**src/rtl/reg_access_ctrl.sv**
```systemverilog
// Command-driven controller for an external register array: READ, WRITE, COPY and SWAP
// are sequenced through read/write states, with one buffered response per command.
module reg_access_ctrl #(
  parameter int m = 2,
  parameter int n = 8
) (
  input  logic         clk,
  input  logic         clr,
  input  logic         cmdValid,
  output logic         cmdReady,
  input  logic [1:0]   cmdOp,
  input  logic [m-1:0] cmdAddrA,
  input  logic [m-1:0] cmdAddrB,
  input  logic [n-1:0] cmdData,
  output logic         rspValid,
  input  logic         rspReady,
  output logic [n-1:0] rspData,
  output logic         regWriteEnable,
  output logic [m-1:0] regWriteAddr,
  output logic [n-1:0] regDataIn,
  output logic [m-1:0] regReadAddr,
  input  logic [n-1:0] regDataOut
);

  localparam logic [1:0] OP_READ  = 2'b00;
  localparam logic [1:0] OP_WRITE = 2'b01;
  localparam logic [1:0] OP_COPY  = 2'b10;
  localparam logic [1:0] OP_SWAP  = 2'b11;

  typedef enum logic [2:0] {IDLE, RD_A, RD_B, WR_A, WR_B, RESP} stateT;

  stateT        state;
  stateT        nextState;
  logic [1:0]   opReg;
  logic [m-1:0] addrA;
  logic [m-1:0] addrB;
  logic [n-1:0] dataReg;
  logic [n-1:0] tmpA;
  logic [n-1:0] tmpB;
  logic         readyEn;

  // readyEn keeps cmdReady low while in reset and until the first edge after release
  assign cmdReady = (state == IDLE) && readyEn;

  always_comb begin
    nextState = state;
    case (state)
      IDLE: if (cmdValid && cmdReady) nextState = (cmdOp == OP_WRITE) ? WR_A : RD_A;
      RD_A: begin
        case (opReg)
          OP_COPY: nextState = WR_B;
          OP_SWAP: nextState = RD_B;
          default: nextState = RESP;
        endcase
      end
      RD_B:    nextState = WR_A;
      WR_A:    nextState = (opReg == OP_SWAP) ? WR_B : RESP;
      WR_B:    nextState = RESP;
      RESP:    if (rspValid && rspReady) nextState = IDLE;
      default: nextState = IDLE;
    endcase
  end

  // Array-side signals come only from registered state so they settle before the negedge write
  always_comb begin
    regWriteEnable = 1'b0;
    regWriteAddr   = '0;
    regDataIn      = '0;
    regReadAddr    = '0;
    case (state)
      RD_A: regReadAddr = addrA;
      RD_B: regReadAddr = addrB;
      WR_A: begin
        regWriteEnable = 1'b1;
        regWriteAddr   = addrA;
        regDataIn      = (opReg == OP_SWAP) ? tmpB : dataReg;
      end
      WR_B: begin
        regWriteEnable = 1'b1;
        regWriteAddr   = addrB;
        regDataIn      = tmpA;
      end
      default: ;
    endcase
  end

  always_ff @(posedge clk or negedge clr) begin
    if (!clr) begin
      state    <= IDLE;
      readyEn  <= 1'b0;
      opReg    <= OP_READ;
      addrA    <= '0;
      addrB    <= '0;
      dataReg  <= '0;
      tmpA     <= '0;
      tmpB     <= '0;
      rspValid <= 1'b0;
      rspData  <= '0;
    end else begin
      state   <= nextState;
      readyEn <= 1'b1;
      if (cmdValid && cmdReady) begin
        opReg   <= cmdOp;
        addrA   <= cmdAddrA;
        addrB   <= cmdAddrB;
        dataReg <= cmdData;
      end
      if (state == RD_A) tmpA <= regDataOut;
      if (state == RD_B) tmpB <= regDataOut;
      // Response is registered one edge into RESP and then held until the handshake
      if (state == RESP) begin
        if (rspValid && rspReady) begin
          rspValid <= 1'b0;
        end else begin
          rspValid <= 1'b1;
          rspData  <= (opReg == OP_WRITE) ? dataReg : tmpA;
        end
      end
    end
  end

endmodule

```
**config.mk**
```make
export PLATFORM = sky130hd
export DESIGN_NAME = reg_access_ctrl
export DESIGN_NICKNAME = d
export VERILOG_FILES = /design/src/rtl/reg_access_ctrl.sv
export SDC_FILE = /design/constraint.sdc
export NUM_CORES = 1
export LEC_CHECK = 0
export CAP_MARGIN = 10
export CORE_MARGIN = 2
export CORE_UTILIZATION = 45
export CTS_CLUSTER_DIAMETER = 60
export DETAILED_ROUTE_END_ITERATION = 8
export GPL_ROUTABILITY_DRIVEN = 1
export GPL_TIMING_DRIVEN = 0
export PLACE_DENSITY = 0.74
export SLEW_MARGIN = 30
export SYNTH_ARGS = -nofsm -noshare
export SYNTH_HDL_FRONTEND = slang
export SYNTH_SLANG_ARGS = --single-unit
```
**constraint.sdc**
```tcl
create_clock -name clk -period 2 [get_ports clk]
set_clock_uncertainty 0.15 [all_clocks]
set_input_delay 0.2 -clock clk [delete_from_list [all_inputs] [get_ports clk]]
set_output_delay 0.2 -clock clk [all_outputs]
set_load 0.02 [all_outputs]
```
-- Word level (Yosys, flattened, before mapping)
Index checks and enable logic that the tools add are counted.
- output and inout bits: 23
- logic and storage cells: 42
- input port bits: 26
- register bits after elaboration: 43
- bitwise gates (word level): 1
- equal/unequal tests: 11
- reductions and logical operators: 7
- muxes and demuxes: 13
- operators by type and width (cell ; number):
    3-bit case mux with 6 select lines ; 1
    8-bit two-way mux ; 2
    8-bit case mux with 2 select lines ; 1
    2-bit case mux with 2 select lines ; 2
    3-bit by 2-bit == test with 1-bit output, second input constant ; 2
    3-bit == test, second input constant ; 2
    3-bit two-way mux ; 2
    3-bit case mux with 2 select lines ; 1
    2-bit by 1-bit == test with 1-bit output, second input constant ; 2
    2-bit == test, second input constant ; 2
    2-bit AND reduction ; 2
    3-bit by 1-bit == test with 1-bit output, second input constant ; 1
    1-bit logical AND ; 3
    3-bit zero test ; 1
    1-bit two-way mux ; 3
    2-bit two-way mux ; 1
    2-bit by 1-bit != test with 1-bit output, second input constant ; 1
    2-bit != test, second input constant ; 1
    2-bit OR reduction ; 1
    1-bit NOT ; 1

-- Depth between registers and ports, before layout
Gate-level depths: netlist of the first run.
- depth in word-level cells: 5
- gate-level depth with buffers: 5

-- Worst setup path before layout of the first run
No wires, ideal clock.
- path type: reg-to-output
- from: reg state[1]
- to: out cmdReady
- arrival time: 1.342 ns
- path slack: 0.308 ns
- cell stages (with the launch flop): 3
- path buffers: 1
- required time: 1.650 ns
- path through: dfrtp_1 > buf_2 > nor4b_1
- word-level cells in the longest chain between the ends: 2
- RTL lines (what ; RTL line ; text):
    start: declaration ; 32 ; stateT state;
    start signal: assignment ; 100 ; state <= nextState;
    3-bit zero test ; 43 ; assign cmdReady = (state == IDLE) && readyEn;
    1-bit logical AND ; 43 ;
    end: declaration ; 10 ; output logic cmdReady,
Every way passes these cells.

-- Worst setup path in the final report of the first run
- from: reg state[1]
- to: out regReadAddr[1]
- word-level cells in the longest chain between the ends: 2
- elaborated cells on any way between the ends: 3
- RTL lines (what ; RTL line ; text):
    3-bit by 2-bit == test with 1-bit output or 3-bit by 1-bit == test with 1-bit output (tied branches) ; 70 ; case (state)
    2-bit case mux with 2 select lines * ; 70 ;
    end: declaration ; 21 ; output logic [m-1:0] regReadAddr,
Mark *: on every way between the ends. The rest lies on a longest branch, timed or not.

==> out/summary.log, run 1 <==
INFO  floorplan      die_height=71.2µm
INFO  placed_design  post-dp-hpwl=3290µm
INFO  power_and_ir_drop power_frac_comb=52.1%
INFO  setup_path     path_class=reg2out
INFO  final_layout   num-fill-cells=337
INFO  routing        ant_nets=0
INFO  yosys          synth_warnings=0
INFO  yosys          synth_sequential_area_ratio=53.0%
INFO  power_and_ir_drop netSwitchingFraction=36.4%
INFO  run_status     status=finished, final reports clean
INFO  floorplan      start_util=46.7%
INFO  sta            final_hold_violation_count=0
INFO  routing        wire_per_inst=17.5µm
INFO  placed_design  place_congestion=0.804
INFO  placed_design  port-buffer-count=48
INFO  final_layout   combined_area_of_the_multi_input_logic_cells=918µm²
INFO  routing        wirelength=4820µm
INFO  floorplan      io_pins=49
INFO  yosys          synth_enable_flop_cells=0
INFO  power_and_ir_drop vdd_ir_drop_max=0.934mV
INFO  routing        drt_first_iter_violations=97
INFO  yosys          synth_seq_cells=43
INFO  power_and_ir_drop p_leak=0.00128µW
INFO  power_and_ir_drop internal-power=2760µW
INFO  cts            ctsHtreeMaxLevel=2
INFO  floorplan      floorplan.core_area=4350µm²
INFO  final_layout   final_common_cell=sky130_fd_sc_hd__mux2_2
INFO  placed_design  post-place-ws=-0.370ns
INFO  sta            tightestPinTransition=0.528ns
INFO  yosys          postSynth.asyncResetShare=100%
INFO  sta            finalCriticalPeriod=1.99ns
INFO  final_layout   design.final.nets=248
INFO  cts            clockBufferDepth=2
INFO  setup_path     worst_path_dominant_cell_family=buffers and inverters
INFO  yosys          syn_inst=154
INFO  run            drv.max_cap_violation_count=0
INFO  yosys          netlist_area_before_placement=2030µm²
INFO  power_and_ir_drop power.switching=1580µW
INFO  final_layout   drive_gt1_share=41.7%
INFO  global_routing gr-total-overflow=0
INFO  routing        post-route-drc-count=0
INFO  yosys          ys_dominant_reg_cell=sky130_fd_sc_hd__dfrtp_1
INFO  power_and_ir_drop clockPowerShare=12.0%
INFO  global_routing first_pass_grt_wire_length=8160µm
INFO  sta            final_max_slew_viol_count=0
INFO  global_routing grt_antenna_before_repair=0
INFO  setup_path     critPathLaunchType=flip-flop
INFO  setup_path     worst_ep_required_time=1.65ns
INFO  setup_path     timing.critical_path.buf_inv=3
INFO  yosys          yosys.cell_types.count=29
INFO  setup_path     critical_path.cell_chain=buf_6 -> nor3b_1 -> buf_4 -> a22o_1 -> clkdlybuf4s15_2
INFO  yosys          netlist_top_cells_area=sky130_fd_sc_hd__dfrtp_1 53%, sky130_fd_sc_hd__mux2_2 25%, sky130_fd_sc_hd__mux2i_1 3.9%, sky130_fd_sc_hd__o21ai_0 2.0%, sky130_fd_sc_hd__nand2_1 1.8%
INFO  cts            clk_root_buffer_cell=sky130_fd_sc_hd__clkbuf_8
INFO  setup_path     slowest_delay=0.40ns
INFO  final_layout   final_antenna_diode_count=0
INFO  cts            clock_sinks=43
INFO  sta            rsz_0062_raised_after_global_routing=yes
INFO  cts            numCtsBuffers=5
INFO  setup_path     crit_path_slowest_cell=sky130_fd_sc_hd__dfrtp_1
INFO  global_routing largest_net_degree_at_the_start_of_global_routing=24
INFO  yosys          post-synth-top-area-cell=sky130_fd_sc_hd__dfrtp_1
INFO  yosys          synth_largest_type_area_fraction=53.0%
INFO  sta            final_report_setup_violation_count=0
INFO  yosys          syn_avg_cell_area=13.2µm²
INFO  setup_path     timing.critical_path.fanout_max=9
INFO  global_routing groute.usage.overall=20.6%
INFO  floorplan      std_cell_rows=24
INFO  floorplan      die_width=71.2µm
INFO  routing        firstDrtPassIters=4
INFO  cts            clock_latency=0.28ns
INFO  sta            final.period_utilization=99.3%
INFO  routing        route.vias.total=1498
INFO  power_and_ir_drop power_per_cell_area=1560nW/µm²
INFO  min_path       kind_of_path_behind_the_tightest_hold_check=in2async
INFO  routing        drt-vias-per-instance=5.45
INFO  final_layout   final_util=63.9%
INFO  final_layout   sequential_cell_area=1080µm²
INFO  sta            fmax=503MHz
INFO  cts            path_clk_slew=0.08ns
INFO  final_layout   most-common-layout-cells=45 x sky130_fd_sc_hd__mux2_2, 43 x sky130_fd_sc_hd__dfrtp_1, 33 x sky130_fd_sc_hd__clkdlybuf4s50_1, 17 x sky130_fd_sc_hd__buf_4, 10 x sky130_fd_sc_hd__nand2_1
INFO  setup_path     cp.arrival=1.64ns
INFO  setup_path     timing.critical_path.to_type=output port
INFO  floorplan      design.die.area=5070µm²
INFO  yosys          mappedNetlistNets=180
INFO  power_and_ir_drop power.share.sequential=35.9%
INFO  final_layout   layout-area-overhead-vs-synth=37.0%
INFO  global_routing first_global_vias=1665
INFO  cts            cts_tree=built
INFO  sta            max-slew-margin-rel=64.5%
INFO  sta            setup_ws=0.0136ns
## final cells by class
class / instances / share of cell area (%)
plain buffers: 9 / 2.92
clock buffers: 7 / 2.74
clock inverters: 1 / 0.180
inverters: 1 / 0.135
multi-input cells: 101 / 33.0
flip-flops and latches: 43 / 38.7
well taps: 52 / 2.34
repair buffers: 61 / 20.0
## cells by family after synthesis
family | count (synthesis) | synth area share (%)
AO/OA/AOI/OAI | 19 | 6.10
flip-flops | 43 | 53.0
multiplexers | 54 | 29.4
buffers and inverters | 10 | 3.02
AND/OR/NAND/NOR | 27 | 8.31
other | 1 | 0.185
## cell usage after synthesis, types with 2 or more instances
cell and n:
sky130_fd_sc_hd__mux2_2 45, sky130_fd_sc_hd__dfrtp_1 43, sky130_fd_sc_hd__nand2_1 10, sky130_fd_sc_hd__mux2i_1 8, sky130_fd_sc_hd__o21ai_0 8, sky130_fd_sc_hd__buf_2 7
sky130_fd_sc_hd__a22o_1 4, sky130_fd_sc_hd__nor3b_1 3, sky130_fd_sc_hd__a21oi_1 2, sky130_fd_sc_hd__and3_1 2, sky130_fd_sc_hd__buf_6 2, sky130_fd_sc_hd__nor2b_1 2
sky130_fd_sc_hd__o21bai_1 2
## per-layer routing
metal	global-route usage, %	part of all wire, %	up-vias
li1	-	-	695
met2	35.7	51	40
met5	0	0	-
met3	4.27	5.1	8
met1	26.4	43	755
met4	5.03	1.2	0
## power by group through the flow
stage / registers, µW / logic (µW) / clock network (µW)
2_1_floorplan: 1620 / 1270 / 0
6_report: 1560 / 2260 / 523
3_3_place_gp: 1540 / 2020 / 0
4_1_cts: 1550 / 2190 / 541
3_5_place_dp: 1580 / 2080 / 0
5_1_grt: 1610 / 2440 / 574
## sequential cells by signal (all words and copies together), names as in the netlist
name      flops
dataReg       8
addrB         2
rspValid      1
state         3
rspData       8
tmpA          8
opReg         2
readyEn       1
addrA         2
tmpB          8
## path summary, 6_finish.rpt
path,startpoint,to,slack [ns],cells after the start
max in group asynchronous,clr,dataReg[5]$_DFFE_PN0P_,0.93,3
setup / recovery,state[1]$_DFFE_PN0P_,regReadAddr[1],0.01,5
hold reg to reg,rspData[1]$_DFFE_PN0P_,rspData[1]$_DFFE_PN0P_,0.36,1
setup reg to reg,state[1]$_DFFE_PN0P_,addrA[0]$_DFFE_PN0P_,0.09,4
min in group clk,rspData[1]$_DFFE_PN0P_,rspData[1]$_DFFE_PN0P_,0.36,1
hold / removal,clr,readyEn$_DFF_PN0_,0.28,2
## worst reg2reg max path: stages (launching register included)
cell	delay, ns
sky130_fd_sc_hd__dfrtp_1	0.40
sky130_fd_sc_hd__buf_4	0.16
sky130_fd_sc_hd__nor4_4	0.51
sky130_fd_sc_hd__buf_6	0.24
sky130_fd_sc_hd__mux2_2	0.35
## metrics by stage
stage	total power (µW)	std cells	hold slack, ns	instance area (µm²)	setup TNS (ns)
floorplan	2890	154	-0.246	2030	0
global placement	3560	254	0.339	2580	-25.07
detailed placement	3660	255	0.0487	2600	-4.24
CTS	4280	274	0.289	2750	-0.0115
global route	4620	275	0.312	2780	-0.402
finish	4340	275	0.283	2780	0
## what timing repair did
item	in CTS	in global routing
setup endpoints to repair	14	13
resized for setup	67	17
hold endpoints to repair	20	0
setup buffers	10	1
pin swaps	1	1
hold buffers	1	0
(Power assumes the default switching activity.)
==> run 2, diff against run 1 <==
--- a/config.mk
+++ b/config.mk
@@ -11,7 +11,6 @@
 export CTS_CLUSTER_DIAMETER = 60
 export DETAILED_ROUTE_END_ITERATION = 8
 export GPL_ROUTABILITY_DRIVEN = 1
-export GPL_TIMING_DRIVEN = 0
 export PLACE_DENSITY = 0.74
 export SLEW_MARGIN = 30
 export SYNTH_ARGS = -nofsm -noshare
==> out/summary.log, run 2 (synthesized netlist as in run 1, its figures left out) <==
INFO  min_path       kind_of_path_behind_the_tightest_hold_check=in2async
INFO  cts            clk_root_buffer_cell=sky130_fd_sc_hd__clkbuf_8
INFO  floorplan      std_cell_rows=24 [unchanged]
INFO  sta            setup_ws=0.0652ns [+0.0516 ns]
INFO  placed_design  numPlacedInstances=260 [+2.0%]
INFO  final_layout   final_common_cell=sky130_fd_sc_hd__mux2_2
INFO  cts            ctsHtreeMaxLevel=2 [unchanged]
INFO  final_layout   final_antenna_diode_count=0 [unchanged]
INFO  routing        wirelength=4780µm [-0.87%]
INFO  setup_path     worst_ep_required_time=1.65ns [about the same]
INFO  cts            numCtsBuffers=5 [unchanged]
INFO  sta            finalHoldWorstSlack=0.335ns [+0.0524 ns]
INFO  global_routing groute.usage.overall=20.4% [-0.24 points]
INFO  cts            clockBufferDepth=2 [unchanged]
INFO  sta            tightestPinTransition=0.547ns [+0.0188 ns]
INFO  power_and_ir_drop power_per_cell_area=1600nW/µm² [+2.6%]
INFO  setup_path     timing.critical_path.fanout_max=10 [+1]
INFO  placed_design  detailed_place.area=2640µm² [+1.4%]
INFO  placed_design  post-place-ws=-0.0344ns [+0.335 ns]
INFO  setup_path     slowest_delay=0.42ns [+0.02 ns]
INFO  routing        wire_per_inst=17.6µm [+0.22%]
INFO  final_layout   layout-area-overhead-vs-synth=36.9% [about the same]
INFO  routing        drt-vias-per-instance=5.45 [about the same]
INFO  run            drv.max_cap_violation_count=0 [unchanged]
INFO  global_routing largest_net_degree_at_the_start_of_global_routing=44 [+83%]
INFO  setup_path     critPathLaunchType=flip-flop
INFO  setup_path     timing.critical_path.buf_inv=2 [-1]
INFO  final_layout   final_cells=272 [-1.1%]
INFO  power_and_ir_drop vdd_ir_drop_max=0.753mV [-19%]
INFO  floorplan      io_pins=49 [unchanged]
INFO  setup_path     path_class=reg2out
INFO  global_routing first_global_vias=1615 [-3.0%]
INFO  global_routing gr-total-overflow=0 [unchanged]
INFO  setup_path     crit_path_slowest_cell=sky130_fd_sc_hd__dfrtp_1
INFO  power_and_ir_drop totalPowerFinal=4450µW [+2.6%]
INFO  sta            max-slew-margin-rel=63.5% [-0.99 points]
INFO  floorplan      start_util=46.7% [unchanged]
INFO  final_layout   drive_gt1_share=41.4% [-0.34 points]
INFO  floorplan      floorplan.core_area=4350µm² [unchanged]
INFO  setup_path     timing.critical_path.to_type=output port
INFO  floorplan      die_height=71.2µm [unchanged]
INFO  cts            path_clk_slew=0.09ns [about the same]
INFO  sta            final_hold_violation_count=0 [unchanged]
INFO  placed_design  place_congestion=0.784 [-2.5%]
INFO  placed_design  post-dp-hpwl=3340µm [+1.4%]
INFO  floorplan      die_width=71.2µm [unchanged]
INFO  sta            final.period_utilization=96.7% [-2.6 points]
INFO  final_layout   most-common-layout-cells=45 x sky130_fd_sc_hd__mux2_2, 43 x sky130_fd_sc_hd__dfrtp_1, 33 x sky130_fd_sc_hd__clkdlybuf4s50_1, 15 x sky130_fd_sc_hd__buf_4, 10 x sky130_fd_sc_hd__nand2_1
INFO  cts            clock_sinks=43 [unchanged]
INFO  global_routing first_pass_grt_wire_length=7960µm [-2.4%]
INFO  sta            final_max_slew_viol_count=0 [unchanged]
INFO  routing        post-route-drc-count=0 [unchanged]
INFO  sta            fmax=517MHz [+2.7%]
INFO  routing        route.vias.total=1482 [-1.1%]
INFO  routing        firstDrtPassIters=4 [unchanged]
INFO  cts            cts_tree=built
INFO  placed_design  port-buffer-count=48 [unchanged]
INFO  global_routing grt_antenna_before_repair=0 [unchanged]
INFO  final_layout   design.final.nets=245 [-1.2%]
INFO  sta            final_report_setup_violation_count=0 [unchanged]
INFO  power_and_ir_drop p_leak=0.00127µW [-0.79%]
INFO  floorplan      design.die.area=5070µm² [unchanged]
INFO  routing        ant_nets=0 [unchanged]
INFO  run_status     status=finished, final reports clean
INFO  sta            finalCriticalPeriod=1.93ns [-0.0516 ns]
INFO  final_layout   final_area=2780µm² [about the same]
INFO  setup_path     critical_path.cell_chain=buf_6 -> and3_1 -> a22o_1 -> clkdlybuf4s15_2
INFO  setup_path     cp.arrival=1.58ns [-0.06 ns]
INFO  routing        drt_first_iter_violations=101 [+4.1%]
INFO  setup_path     worst_path_dominant_cell_family=flip-flops
INFO  cts            clock_latency=0.30ns [+0.02 ns]
run 2: cell count changes in the layout (fill, tap and decap cells not counted), moves of 2 or more:
cell and delta:
sky130_fd_sc_hd__clkbuf_1 -2, sky130_fd_sc_hd__clkdlybuf4s15_2 +4, sky130_fd_sc_hd__buf_4 -2, sky130_fd_sc_hd__buf_6 -4
sky130_fd_sc_hd__o21ai_0 +5, sky130_fd_sc_hd__o21ai_2 -2, sky130_fd_sc_hd__o21ai_1 -3, sky130_fd_sc_hd__nor3b_1 -2
run 2: where the power goes:
part	internal [µW]	total [µW]	switching, µW
registers	1280	1560	280
clock network	372	691	318
logic	1200	2200	1010
total	2850	4450	1610
run 2: path summary, 6_finish.rpt:
check | startpoint | endpoint | slack, ns | depth (start not counted)
setup reg to reg | state[1]$_DFFE_PN0P_ | rspData[7]$_DFFE_PN0P_ | 0.24 | 5
hold / removal | clr | dataReg[2]$_DFFE_PN0P_ | 0.33 | 3
max in group asynchronous | clr | dataReg[6]$_DFFE_PN0P_ | 0.97 | 3
setup / recovery | state[0]$_DFFE_PN0P_ | regWriteAddr[1] | 0.07 | 4
hold reg to reg | rspData[2]$_DFFE_PN0P_ | rspData[2]$_DFFE_PN0P_ | 0.36 | 1
min in group clk | cmdData[0] | dataReg[0]$_DFFE_PN0P_ | 0.35 | 2
run 2: per-layer routing:
layer / track usage, % / routed length [µm] / share of wire (%)
met3: 4.84 / 227 / 4.7
met2: 33.8 / 2380 / 50
met5: 0 / 0 / 0
met4: 6.50 / 64 / 1.3
met1: 26.3 / 2110 / 44
run 2: cell type report:
| class | count | area (µm²) |
|---|---|---|
| timing repair buffer | 67 | 598 |
| clock buffer | 5 | 68.8 |
| multi-input combinational | 101 | 927 |
| fill | 328 | 1570 |
| sequential | 43 | 1080 |
| clock inverter | 3 | 43.8 |
| tap | 52 | 65.1 |
| inverter | 1 | 3.75 |
run 2: repair_timing:
action,CTS,global route
setup buffers,1,2
endpoints found under the hold margin,43,0
hold buffers,1,0
gates resized for setup,46,16
endpoints found under the setup margin,14,12
cloned,0,0
run 2: worst register-to-register path: cells and delay by family (launching register included):
kind / cells / cell delay, ns
buffers and inverters: 2 / 0.39
muxes: 1 / 0.36
AOI/OAI and AO/OA: 1 / 0.14
and+or+nand+nor: 1 / 0.17
DFF: 1 / 0.43
run 2: metrics by stage:
stage / TNS, ns / util, %
floorplan: 0 / -
global placement: 0 / 60.6
detailed placement: -0.111 / 60.6
CTS: -0.0140 / 64.0
global route: -0.000166 / 63.9
finish: 0 / 63.9
==> run 3, diff against run 2 <==
--- a/config.mk
+++ b/config.mk
@@ -6,12 +6,15 @@
 export NUM_CORES = 1
 export LEC_CHECK = 0
 export CAP_MARGIN = 10
+export CELL_PAD_IN_SITES_DETAIL_PLACEMENT = 1
+export CELL_PAD_IN_SITES_GLOBAL_PLACEMENT = 1
 export CORE_MARGIN = 2
-export CORE_UTILIZATION = 45
+export CORE_UTILIZATION = 39
 export CTS_CLUSTER_DIAMETER = 60
 export DETAILED_ROUTE_END_ITERATION = 8
 export GPL_ROUTABILITY_DRIVEN = 1
-export PLACE_DENSITY = 0.74
+export PLACE_DENSITY_LB_ADDON = 0.1
+export REMOVE_ABC_BUFFERS = 1
 export SLEW_MARGIN = 30
 export SYNTH_ARGS = -nofsm -noshare
 export SYNTH_HDL_FRONTEND = slang
==> out/summary.log, run 3 (synthesized netlist as in run 1, its figures left out) <==
INFO  power_and_ir_drop vdd_ir_drop_max=0.586mV [-22%]
INFO  sta            final.period_utilization=95.7% [-1.0 points]
INFO  routing        drt-vias-per-instance=5.05 [-7.3%]
INFO  floorplan      start_util=40.0% [-6.6 points]
INFO  routing        top_signal_layer_used=met4
INFO  run_status     status=finished, final reports clean
INFO  routing        ant_nets=0 [unchanged]
INFO  final_layout   sequential_cell_area=1080µm² [unchanged]
INFO  routing        drt_first_iter_violations=55 [-46%]
INFO  final_layout   layout-area-overhead-vs-synth=39.1%
INFO  floorplan      std_cell_rows=26 [+8.3%]
INFO  routing        met2_length=2680µm [+13%]
INFO  global_routing first_global_vias=1689 [+4.6%]
INFO  cts            ctsHtreeMaxLevel=2 [unchanged]
INFO  routing        route.vias.total=1495 [+0.88%]
INFO  final_layout   final_antenna_diode_count=0 [unchanged]
INFO  setup_path     cp.arrival=1.94ns [+0.36 ns]
INFO  placed_design  place_congestion=0.815 [+3.9%]
INFO  global_routing grt_antenna_before_repair=0 [unchanged]
INFO  run            drv.max_cap_violation_count=0 [unchanged]
INFO  sta            final_report_setup_violation_count=0 [unchanged]
INFO  routing        wire_per_inst=17.6µm [+0.27%]
INFO  routing        m1WireLength=2280µm [+8.5%]
INFO  sta            max-slew-margin-rel=57.6% [-6.0 points]
INFO  min_path       kind_of_path_behind_the_tightest_hold_check=in2async
INFO  routing        routed-wl-met3=189µm [-17%]
INFO  final_layout   final_common_cell=sky130_fd_sc_hd__mux2_2
INFO  sta            final_max_slew_viol_count=0 [unchanged]
INFO  floorplan      io_pins=49 [unchanged]
INFO  setup_path     timing.critical_path.fanout_max=7 [-3]
INFO  global_routing gr-total-overflow=0 [unchanged]
INFO  final_layout   final_util=55.7% [-8.2 points]
INFO  floorplan      die_width=76.2µm [+7.0%]
INFO  global_routing largest_net_degree_at_the_start_of_global_routing=29 [-34%]
INFO  floorplan      design.die.area=5800µm² [+14%]
INFO  routing        wirelength=5220µm [+9.1%]
INFO  final_layout   design.final.nets=251 [+2.4%]
INFO  setup_path     timing.critical_path.to_type=flip-flop
INFO  setup_path     critPathLaunchType=flip-flop
INFO  setup_path     critical_path.cell_chain=buf_6 -> buf_4 -> nand3b_1 -> a21oi_2 -> buf_6 -> mux2_2
INFO  cts            clockBufferDepth=2 [unchanged]
INFO  routing        firstDrtPassIters=4 [unchanged]
INFO  placed_design  post-dp-hpwl=3810µm [+14%]
INFO  setup_path     timing.critical_path.buf_inv=3 [+1]
INFO  sta            finalCriticalPeriod=1.91ns [-0.0205 ns]
INFO  setup_path     path_class=reg2reg
INFO  routing        post-route-drc-count=0 [unchanged]
INFO  setup_path     slowest_delay=0.44ns [+0.02 ns]
INFO  power_and_ir_drop power_per_cell_area=1600nW/µm² [+0.11%]
INFO  final_layout   combined_area_of_the_multi_input_logic_cells=932µm² [+0.54%]
INFO  sta            setup_ws=0.0857ns [+0.0205 ns]
INFO  setup_path     crit_path_slowest_cell=sky130_fd_sc_hd__dfrtp_1
INFO  cts            clock_latency=0.29ns [about the same]
INFO  placed_design  port-buffer-count=48 [unchanged]
INFO  cts            numCtsBuffers=5 [unchanged]
INFO  cts            clock_sinks=43 [unchanged]
INFO  global_routing groute.usage.overall=19.4% [-1.0 points]
INFO  floorplan      floorplan.core_area=5070µm² [+17%]
INFO  cts            path_clk_slew=0.09ns [about the same]
INFO  placed_design  post-place-ws=-0.0454ns [-0.0110 ns]
INFO  sta            final_hold_violation_count=0 [unchanged]
INFO  setup_path     worst_path_dominant_cell_family=buffers and inverters
INFO  floorplan      die_height=76.2µm [+7.0%]
INFO  sta            tightestPinTransition=0.637ns [+0.0899 ns]
INFO  sta            fmax=522MHz [+1.1%]
INFO  setup_path     cp_common_cell=sky130_fd_sc_hd__buf_6
INFO  setup_path     worst_ep_required_time=2.03ns [+0.38 ns]
INFO  placed_design  numPlacedInstances=284 [+9.2%]
INFO  final_layout   drive_gt1_share=43.8% [+2.4 points]
INFO  final_layout   final_cells=296 [+8.8%]
INFO  cts            cts_tree=built
INFO  cts            clk_root_buffer_cell=sky130_fd_sc_hd__clkbuf_8
INFO  final_layout   most-common-layout-cells=45 x sky130_fd_sc_hd__mux2_2, 43 x sky130_fd_sc_hd__dfrtp_1, 33 x sky130_fd_sc_hd__clkdlybuf4s50_1, 22 x sky130_fd_sc_hd__buf_4, 10 x sky130_fd_sc_hd__nand2_1
INFO  sta            rsz_0062_raised_after_global_routing=yes
INFO  power_and_ir_drop p_leak=0.00131µW [+2.6%]
INFO  final_layout   num-fill-cells=555 [+69%]
INFO  global_routing first_pass_grt_wire_length=8740µm [+9.7%]
-- run 3: cell types whose count changed in the layout (fill, tap and decap cells not counted), moves of 2 or more --
cell	previous run	this run
sky130_fd_sc_hd__clkbuf_2	3	6
sky130_fd_sc_hd__buf_4	15	22
sky130_fd_sc_hd__clkdlybuf4s15_2	5	0
sky130_fd_sc_hd__buf_2	6	8
-- run 3: per-stage QoR --
step	hold WS (ns)	instance area [µm²]	setup TNS [ns]	total power, µW
floorplan	-0.246	1970	-0.397	2820
global placement	0.0911	2710	0	3750
detailed placement	0.113	2710	-0.231	3850
CTS	0.326	2850	-0.248	4540
global route	0.360	2830	-0.00581	4850
finish	0.309	2830	0	4530
-- run 3: worst register-to-register path: stages (launching register included) --
cell	delay, ns
sky130_fd_sc_hd__dfrtp_1	0.44
sky130_fd_sc_hd__buf_6	0.17
sky130_fd_sc_hd__buf_4	0.15
sky130_fd_sc_hd__nand3b_1	0.20
sky130_fd_sc_hd__a21oi_2	0.18
sky130_fd_sc_hd__buf_6	0.17
sky130_fd_sc_hd__mux2_2	0.34
-- run 3: report_power, final --
| part | switching, µW | total (µW) | internal, µW |
|---|---|---|---|
| Combinational | 1040 | 2270 | 1230 |
| Sequential | 278 | 1560 | 1280 |
| Clock | 298 | 703 | 404 |
| Total | 1620 | 4530 | 2910 |
-- run 3: path summary, 6_finish.rpt --
check | start | end | slack [ns] | cells after the start
worst min-delay path | clr | tmpA[0]$_DFFE_PN0P_ | 0.31 | 2
worst max register to register | state[1]$_DFFE_PN0P_ | rspData[4]$_DFFE_PN0P_ | 0.09 | 6
worst max-delay path | state[1]$_DFFE_PN0P_ | rspData[4]$_DFFE_PN0P_ | 0.09 | 6
worst min register to register | rspData[1]$_DFFE_PN0P_ | rspData[1]$_DFFE_PN0P_ | 0.36 | 1
min in group clk | cmdAddrA[1] | addrA[1]$_DFFE_PN0P_ | 0.36 | 2
max in group asynchronous | clr | tmpB[7]$_DFFE_PN0N_ | 0.80 | 3
-- run 3: routing by layer --
metal / vias up / GRT usage [%]
met2: 30 / 33.8
met5: - / 0
met1: 767 / 24.3
met4: 0 / 5.45
met3: 6 / 4.15
li1: 692 / -
-- run 3: what timing repair did --
| item | CTS | global route |
|---|---|---|
| cloned | 0 | 1 |
| buffers inserted | 1 | 1 |
| hold buffers | 1 | 0 |
| endpoints found under the setup margin | 14 | 22 |
| endpoints found under the hold margin | 26 | 0 |
| gates resized for setup | 40 | 30 |
-- run 3: area by class of cell --
cell class | count | share of cell area (%)
Clock inverter | 2 | 1.24
Inverter | 1 | 0.133
Sequential cell | 43 | 38.1
Clock buffer | 6 | 2.92
Timing Repair Buffer | 73 | 21.6
Multi-Input combinational cell | 101 | 33.0
Tap cell | 70 | 3.10
==> patch 1: new RTL, settings of run 2 <==
The parameter `m` goes from 2 to 4.
--- a/src/rtl/reg_access_ctrl.sv
+++ b/src/rtl/reg_access_ctrl.sv
@@ -1,7 +1,7 @@
 // Command-driven controller for an external register array: READ, WRITE, COPY and SWAP
 // are sequenced through read/write states, with one buffered response per command.
 module reg_access_ctrl #(
-  parameter int m = 2,
+  parameter int m = 4,
   parameter int n = 8
 ) (
   input  logic         clk,
Ports: changed (resized cmdAddrA, cmdAddrB, regReadAddr and regWriteAddr); port bits go from 49 to 57. No check against the original RTL was run, so the function may have changed too.
==> patch 1 against run 2 <==
- final cell count is 15% higher
- hold slack worse by 0.086 ns
- total power is 11% higher
- sequential power is 13% higher
- design area is 12% higher
- register-to-register slack worse by 0.14 ns
- largest cell class unchanged
- sequential cell count is 4 higher
- via count is 13% higher
- worst setup slack worse by 0.037 ns
- area after synthesis is 12% higher
- wire length is 12% higher
==> patch 1: results (changes against run 2) <==
- Drt wl/cell: 17.2 µm (-2.2%)
- Met3 Routed Length: 197 µm (-13%)
- The number of library cell types mapped by synthesis is 31 (+6.9%).
* Met1 layer wirelength in the final routing: 2200 µm (+4.3%)
* Total met2 wirelength after detailed routing: 2830 µm (+19%)
- The wire length of the first global-routing pass is 8690 µm (+9.1%).
* Cell family with most CP delay: flip-flops
- The share of layout cells above drive strength 1 is 0.451 (+0.0376).
- Yosys attributes the largest share of cell area to dfrtp_1, mux2_2, mux2_4, mux2i_1, a22o_1.
- The register-to-register setup slack came to 0.10 ns (-0.14 ns).
* Yosys Warn Count: 0 (unchanged)
- The leakage power summed over all cells was 1.43 nW (+12%).
- Maximum number of buffers from clock root to sink: 2 (unchanged)
- The number of antenna violations at the first check in global routing is 0 (unchanged).
* Pin count of the biggest net entering global routing: 48 (+9.1%)
- The timing-limited maximum frequency came to 0.507 GHz (-1.9%).
* Cell at the slowest stage of the critical path: dfrtp_2
* Worst R2R Path Depth: 5 (unchanged)
* Net Count, Synth: 196 (+8.9%)
* Number of detailed-routing iterations run before antenna repair: 4 (unchanged)
- The quantity of I/O buffers inserted on ports came to 56 (+17%).
* Status: complete, no violations
- Most used standard cells in the synthesized netlist: dfrtp_1, mux2_2, nand2_1, mux2_4, o21ai_0
- The pre-CTS worst setup slack is -0.112 ns (-0.0776 ns).
- The final net count was 275 (+12%).
* Clk pin slew, worst setup/hold paths: 0.09 ns (about the same)
* Share of the yosys chip area belonging to registers: 0.517 (-0.0122)
* Total Wirelength: 5380 µm (+12%)
* Uppermost metal layer occupied by signal nets: met4
* Critical path endpoint: regReadAddr[1]
- The proportion of synthesized flip-flops having asynchronous set or reset came to 1.00 (unchanged).
* Post-detailed-route via-to-cell ratio: 5.36 (-1.7%)
- Worst flop-to-flop path endpoint: dataReg[1]$_DFFE_PN0P_
- The total placed cells including tap cells is 299 (+15%).
- Final GP Congestion: 0.849 (+8.3%)
* Critical-path maximum fanout: 6 (-4)
* H-tree levels: 2 (unchanged)
- Total routing usage reported by global routing: 0.211 (+0.00781)
* Synthesized instance count: 166 (+7.8%)
- The min-delay analysis places its worst path in the category input port to async pin.
- Detailed placement HPWL: 3700 µm (+11%)
- Biggest cell delay along the critical path: 0.46 ns (+0.04 ns)
- Num CTS Buffers: 5 (unchanged)
- The via count of the first global-routing pass came to 1812 (+12%).
- The largest voltage drop on the vdd net was 0.812 mV (+7.8%).
- Diode insertion count for antenna repair: 0 (unchanged)
* DRC marker count from the first detailed-route iteration: 93 (-7.9%)
- Clock tree synthesis selected as its root buffer the cell clkbuf_8.
* Critical path launch point: state[1]$_DFFE_PN0P_
* Latest clock arrival within the worst-skew pair: 0.30 ns (about the same)
* Arrival @ worst endpoint: 1.62 ns (+0.04 ns)
[patch 1: routing by layer]
layer	vias up	GRT usage
met5	-	0
met4	0	0.109
met3	16	0.0442
met2	44	0.348
met1	859	0.263
li1	758	-
[patch 1: stage by stage]
step	area, µm²	utilization	TNS (ns)	total power, mW
4_1_cts	3170	0.662	0	5.00
5_1_grt	3120	0.652	-0.123	5.25
3_3_place_gp	3000	0.627	-0.233	4.13
2_1_floorplan	2270	-	0	3.29
3_5_place_dp	3000	0.627	-1.17	4.23
6_report	3120	0.652	0	4.96
[patch 1: area by class of cell]
| class | instances | area, µm² |
|---|---|---|
| clock buffers | 6 | 82.6 |
| fillers | 373 | 1670 |
| inverters | 1 | 3.75 |
| flip-flops and latches | 47 | 1180 |
| repair buffers | 81 | 699 |
| clock inverters | 2 | 38.8 |
| well taps | 67 | 83.8 |
| multi-input cells | 109 | 1030 |
[patch 1: report_power, final]
group,internal [mW],switching [mW]
Sequential,1.43,0.340
Clock,0.411,0.323
Combinational,1.38,1.08
Total,3.22,1.75
[patch 1: timing repair]
action | in CTS | in global routing
setup endpoints to repair | 18 | 24
buffers inserted | 5 | 0
pin swaps | 1 | 4
hold buffers | 1 | 0
gates resized for setup | 44 | 32
hold endpoints to repair | 47 | 0
[patch 1: worst reg2reg max path: stages, from the launching register on]
cell and delay [ns]:
dfrtp_2 0.46, buf_4 0.17, nor3_4 0.22, and3_1 0.23, buf_12 0.19, mux2_2 0.37
[patch 1: kinds of logic (layout without fill, tap and decap cells)]
group | after synthesis | count (layout) | synth area share
compound gates | 25 | 25 | 0.0760
buf+inv | 10 | 90 | 0.0391
flops | 47 | 47 | 0.517
mux | 58 | 58 | 0.299
other cells | 1 | 1 | 0.00165
simple gates | 25 | 25 | 0.0666
[patch 1: worst min-delay path by stage]
stage,end,slack [ns],depth (start not counted)
floorplan,addrA[0]$_DFFE_PN0P_,-0.25,0
global placement,dataReg[6]$_DFFE_PN0P_,0.05,2
detailed placement,tmpB[6]$_DFFE_PN0N_,0.05,2
CTS,tmpB[6]$_DFFE_PN0N_,0.26,3
global route,tmpB[6]$_DFFE_PN0N_,0.28,3
finish,tmpB[6]$_DFFE_PN0N_,0.25,3
